$ cat src/rtl/raycast_pkg.sv
// Shared constants, pixel type and shading helper for the ray-cast column path.
package raycast_pkg;

    localparam int unsigned SCREEN_WIDTH  = 320;
    localparam int unsigned SCREEN_HEIGHT = 180;
    localparam int unsigned PIXEL_WIDTH   = 16;
    localparam int unsigned COL_W         = 9;
    localparam int unsigned ROW_W         = 8;
    localparam int unsigned ADDR_W        = 16;

    localparam logic [PIXEL_WIDTH-1:0] CEILING_COLOR = 16'h18E3;
    localparam logic [PIXEL_WIDTH-1:0] FLOOR_COLOR   = 16'h4208;

    typedef struct packed {
        logic [4:0] r;
        logic [5:0] g;
        logic [4:0] b;
    } rgb565_t;

    typedef enum logic {
        ST_IDLE = 1'b0,
        ST_DRAW = 1'b1
    } flat_state_t;

    // Halve each colour field independently so no bit bleeds between fields.
    function automatic rgb565_t shade565(input rgb565_t c);
        rgb565_t s;
        s.r = c.r >> 1;
        s.g = c.g >> 1;
        s.b = c.b >> 1;
        return s;
    endfunction

endpackage

$ cat src/rtl/column_span_calc.sv
// Vertical wall span for one column: clamped height, first/last wall row, empty flag.
module column_span_calc
    import raycast_pkg::*;
(
    input  logic [ROW_W-1:0] line_height,
    output logic [ROW_W-1:0] span_start_c,
    output logic [ROW_W-1:0] span_end_c,
    output logic             span_empty_c
);

    logic [ROW_W-1:0] height_clamped;

    // Walls taller than the screen fill every row.
    always_comb begin
        height_clamped = line_height;
        if (line_height > ROW_W'(SCREEN_HEIGHT)) begin
            height_clamped = ROW_W'(SCREEN_HEIGHT);
        end
    end

    // Centre the span; odd leftovers put the extra row below the wall.
    assign span_start_c = (ROW_W'(SCREEN_HEIGHT) - height_clamped) >> 1;
    assign span_end_c   = span_start_c + height_clamped - ROW_W'(1);
    assign span_empty_c = (height_clamped == '0);

endmodule

$ cat src/rtl/column_flattener.sv
// Expands column descriptors into per-row RGB565 frame_buffer writes.
module column_flattener
    import raycast_pkg::*;
(
    input  logic                   pixel_clk_in,
    input  logic                   rst_n_in,
    input  logic                   col_valid_in,
    output logic                   col_ready_out,
    input  logic [COL_W-1:0]       col_index_in,
    input  logic [ROW_W-1:0]       line_height_in,
    input  logic [PIXEL_WIDTH-1:0] wall_color_in,
    input  logic                   side_in,
    input  logic                   col_last_in,
    output logic [ADDR_W-1:0]      ray_address_out,
    output logic [PIXEL_WIDTH-1:0] ray_pixel_out,
    output logic                   ray_valid_out,
    output logic                   ray_last_pixel_out
);

    localparam logic [ROW_W-1:0] LAST_ROW     = ROW_W'(SCREEN_HEIGHT - 1);
    localparam logic [ROW_W-1:0] PRE_LAST_ROW = ROW_W'(SCREEN_HEIGHT - 2);

    flat_state_t            state;
    logic [ROW_W-1:0]       row_cnt;
    logic [ADDR_W-1:0]      addr_acc;
    logic [PIXEL_WIDTH-1:0] col_wall;
    logic [ROW_W-1:0]       span_start_q;
    logic [ROW_W-1:0]       span_end_q;
    logic                   span_empty_q;
    logic                   col_last_q;
    logic                   oor_last_pend;

    logic [ROW_W-1:0]       span_start_c;
    logic [ROW_W-1:0]       span_end_c;
    logic                   span_empty_c;
    logic                   accept_c;
    logic                   in_range_c;
    logic [PIXEL_WIDTH-1:0] wall_shaded_c;
    logic [PIXEL_WIDTH-1:0] row_pixel_c;

    column_span_calc u_span (
        .line_height  (line_height_in),
        .span_start_c (span_start_c),
        .span_end_c   (span_end_c),
        .span_empty_c (span_empty_c)
    );

    assign accept_c      = col_valid_in && col_ready_out;
    assign in_range_c    = (col_index_in < COL_W'(SCREEN_WIDTH));
    assign wall_shaded_c = side_in ? PIXEL_WIDTH'(shade565(rgb565_t'(wall_color_in)))
                                   : wall_color_in;

    // Ceiling above the span, wall inside it, floor below (or everywhere past start when empty).
    always_comb begin
        row_pixel_c = FLOOR_COLOR;
        if (row_cnt < span_start_q) begin
            row_pixel_c = CEILING_COLOR;
        end else if (!span_empty_q && (row_cnt <= span_end_q)) begin
            row_pixel_c = col_wall;
        end
    end

    // Control FSM, row counter, address accumulator and registered outputs.
    always_ff @(posedge pixel_clk_in) begin
        if (!rst_n_in) begin
            state              <= ST_IDLE;
            row_cnt            <= '0;
            addr_acc           <= '0;
            col_wall           <= '0;
            span_start_q       <= '0;
            span_end_q         <= '0;
            span_empty_q       <= 1'b0;
            col_last_q         <= 1'b0;
            oor_last_pend      <= 1'b0;
            col_ready_out      <= 1'b1;
            ray_address_out    <= '0;
            ray_pixel_out      <= '0;
            ray_valid_out      <= 1'b0;
            ray_last_pixel_out <= 1'b0;
        end else begin
            ray_valid_out      <= 1'b0;
            ray_last_pixel_out <= oor_last_pend;
            oor_last_pend      <= 1'b0;

            case (state)
                ST_IDLE: begin
                    col_ready_out <= 1'b1;
                end
                ST_DRAW: begin
                    ray_address_out <= addr_acc;
                    ray_pixel_out   <= row_pixel_c;
                    ray_valid_out   <= 1'b1;
                    addr_acc        <= addr_acc + ADDR_W'(SCREEN_WIDTH);
                    row_cnt         <= row_cnt + ROW_W'(1);
                    if (row_cnt == LAST_ROW) begin
                        ray_last_pixel_out <= col_last_q | oor_last_pend;
                        state              <= ST_IDLE;
                        col_ready_out      <= 1'b1;
                    end else if (row_cnt == PRE_LAST_ROW) begin
                        // Open the window one cycle early so the next column follows without a bubble.
                        col_ready_out <= 1'b1;
                    end
                end
                default: begin
                    state         <= ST_IDLE;
                    col_ready_out <= 1'b1;
                end
            endcase

            // Accept overrides the end-of-column return to IDLE for back-to-back streaming.
            if (accept_c) begin
                if (in_range_c) begin
                    state         <= ST_DRAW;
                    row_cnt       <= '0;
                    addr_acc      <= ADDR_W'(col_index_in);
                    col_wall      <= wall_shaded_c;
                    span_start_q  <= span_start_c;
                    span_end_q    <= span_end_c;
                    span_empty_q  <= span_empty_c;
                    col_last_q    <= col_last_in;
                    col_ready_out <= 1'b0;
                end else begin
                    oor_last_pend <= col_last_in;
                end
            end
        end
    end

endmodule

$ cat config.mk
export PLATFORM = sky130hd
export DESIGN_NAME = column_flattener
export DESIGN_NICKNAME = d
export VERILOG_FILES = /design/src/rtl/raycast_pkg.sv /design/src/rtl/column_span_calc.sv /design/src/rtl/column_flattener.sv
export SDC_FILE = /design/constraint.sdc
export NUM_CORES = 1
export LEC_CHECK = 0
export ABC_AREA = 1
export ABC_CLOCK_PERIOD_IN_PS = 9030
export CORE_UTILIZATION = 45
export CTS_BUF_LIST = sky130_fd_sc_hd__clkbuf_8
export DETAILED_ROUTE_END_ITERATION = 10
export PLACE_DENSITY = 0.69
export SKIP_CTS_REPAIR_TIMING = 1
export SLEW_MARGIN = 20
export SYNTH_ARGS = -nofsm -noshare
export SYNTH_HDL_FRONTEND = slang
export SYNTH_SLANG_ARGS = --single-unit
$ cat constraint.sdc
create_clock -name pixel_clk_in -period 9.03 [get_ports pixel_clk_in]
set_clock_uncertainty 0.15 [all_clocks]
set_input_delay 1.806 -clock pixel_clk_in [delete_from_list [all_inputs] [get_ports pixel_clk_in]]
set_output_delay 1.806 -clock pixel_clk_in [all_outputs]
set_load 0.02 [all_outputs]
==> reports/qor.yml <==
n_antenna_cell: 0
worstPathMaxFanout: 5
p_total_uw: 909
area_growth_pct: 23.1
finalHoldViolCount: 0
synth_edf_count: 0
avgRoutedWirePerCell_um: 13.0
overflow: 0
numPlacedInstances: 750
worstMarginPinSlew_ns: 0.945
rsz0062_at_grt: "no"
yosysMostFrequentCell: "nand2_1"
yosysSeqAreaShare: 0.431
cp.required_ns: 9.15
power.density_nw_per_um2: 169
dp_hpwl_mm: 7.45
clockBufferDepth: 2
synth_top_area_cell: "dfxtp_1"
crit_path_start_kind: "primary input"
ir_drop_mv: 0.0846
ios: 73
routed_wl_mm: 9.97
synthArstFlopShare: 0
worstSetupEndpointType: "register"
die_h_um: 100
maxCapViolCount: 0
seq_area_um2: 1880
crit_type: "in -> reg"
grtUsageTotal: 0.214
fmax_mhz: 206
vias: 3835
synth_area_um2: 4370
worst_path_max_delay_cell: "clkdlybuf4s50_1"
synth-seq-cells: 94
syn_inst: 566
p_leak_uw: 0.00219
via_per_inst: 5.01
relSlewSlack: 0.370
cts.sinks: 94
critical_path_arrival_ns: 4.97
first_global_vias: 3709
globalplace.congestion: 0.794
drt_iter0_drc: 145
tns_ns: 0
slowest_delay_ns: 0.55
cts_inserted_buffers: 9
grt_max_degree: 29
worstSkewPairLatency_ns: 0.37
coreArea_um2: 9330
whs_ns: 0.298
path_common_cell: "nand2_1"
floorplan.initialDensity: 0.468
cts_tree: "yes"
firstDrtPassIters: 5
htree_levels: 3
synth_flop_cell: "dfxtp_1"
antenna_found_initial: 0
avgSynthCellArea_um2: 7.71
path_clk_slew_ns: 0.10
synth_cell_type_count: 43
ant_nets: 0
synth_top_area_frac: 0.431
fin_crit_ns: 4.85
cts-root-buf: "clkbuf_8"
drive_gt1_frac: 0.0706
drc: 0
rows: 35
hold_path_class: "reg -> reg"
nets: 697
stdcell_count: 766
chipWidth_um: 100
portBuffers: 72
setup_ws_ns: 4.18
synthTopCellsByArea: "dfxtp_1, nand2_1, ha_1, o21ai_0, inv_1"
grt_first_pass_wirelength_mm: 16.9
slew_viol_final: 0
fillers: 895
fin_crit_sh: 0.537
pre_cts_slack_ns: 3.79
cp_cell_sequence: "clkdlybuf4s50_1, nand2_2, nor2_2, nand3_2, nand2_4, nand2_1, ha_1, inv_1, xor2_1, ha_1, inv_1, fa_1, nand3_1, nand3_1, nand2_1, nand2_1, a21oi_1, inv_1, nand2_1, nand3_1, nand2_1, inv_1"
ys_warn_count: 0
synthTopCellsByCount: "nand2_1, dfxtp_1, inv_1, o21ai_0, nor2_1"
synth_nets: 631
die_area_um2: 10100
setup_viol: 0
status: "finished, final reports clean"
multi_input_area_um2: 2140
-- worst max-delay path: cells and delay by family --
family,cells,cell delay (ns)
xor+xnor,1,0.20
simple gates,12,1.12
compound gates,1,0.16
fa+ha+maj,3,0.87
buf+inv,5,0.80
-- area by class of cell --
class                           instances  share of cell area
Clock buffer                           10              0.0256
Clock inverter                          6             0.00978
Inverter                               71              0.0505
Multi-Input combinational cell        383               0.399
Sequential cell                        94               0.350
Tap cell                              129              0.0300
Timing Repair Buffer                   73               0.135
-- kinds of logic (layout without fill, tap and decap cells) --
kind of cell | count (synthesis) | count (layout) | synth area share
multiplexers | 4 | 4 | 0.00917
flip-flops | 94 | 94 | 0.431
AND/OR/NAND/NOR | 230 | 230 | 0.234
AO/OA/AOI/OAI | 113 | 113 | 0.149
XOR/XNOR | 9 | 9 | 0.0181
buffers and inverters | 89 | 160 | 0.0794
adder cells (fa/ha/maj) | 27 | 27 | 0.0791
-- routing by layer --
| metal | GRT usage | up-vias | wire (µm) |
|---|---|---|---|
| met5 | 0 | - | 0 |
| li1 | - | 1996 | - |
| met2 | 0.368 | 87 | 4780 |
| met1 | 0.268 | 1740 | 4610 |
| met4 | 0.0658 | 0 | 167 |
| met3 | 0.0444 | 12 | 407 |
-- path summary, 6_finish.rpt --
check / start / cells past startpoint / slack [ns] / endpoint
setup / recovery: line_height_in[5] / 22 / 4.18 / span_end_q[7]$_SDFFE_PN0P_
hold / removal: oor_last_pend$_SDFF_PP0_ / 2 / 0.30 / ray_last_pixel_out$_SDFF_PN0_
hold reg to reg: oor_last_pend$_SDFF_PP0_ / 2 / 0.30 / ray_last_pixel_out$_SDFF_PN0_
setup reg to reg: col_ready_out$_SDFF_PN1_ / 6 / 6.70 / row_cnt[4]$_SDFF_PN0_
-- placed cells by master, fill, tap and decap left out, types with 3 or more instances in the layout --
cell type          n
nand2_1          127
dfxtp_1           94
clkdlybuf4s50_1   72
inv_1             62
o21ai_0           50
nor2_1            36
nand3_1           35
ha_1              26
a21oi_1           23
clkbuf_8          10
inv_2              7
a31oi_1            7
o22ai_1            7
nor3_1             7
o21ai_1            6
xor2_1             5
nand4_1            5
nand2_2            4
nand2_4            4
nor2_4             4
mux2i_1            4
xnor2_1            4
nor2_2             3
a32o_1             3
-- metrics by stage --
| step | utilization | instance area [µm²] |
|---|---|---|
| floorplan | - | 4370 |
| global placement | 0.555 | 5180 |
| detailed placement | 0.555 | 5180 |
| CTS | 0.576 | 5370 |
| global route | 0.576 | 5380 |
| finish | 0.576 | 5380 |
-- where the power goes --
group / internal, µW / switching (µW) / total, µW
clock: 112 / 157 / 270
combinational: 75.7 / 110 / 186
sequential: 440 / 14.0 / 454
total: 628 / 281 / 909
-- state kept, by name, summed over array words and instances, names as in the netlist --
name	flops
addr_acc	16
col_ready_out	1
col_wall	16
ray_pixel_out	16
row_cnt	8
span_empty_q	1
ray_valid_out	1
state	1
span_start_q	7
ray_address_out	16
span_end_q	8
ray_last_pixel_out	1
col_last_q	1
oor_last_pend	1
Note: power is estimated with default switching activity, not from simulation.
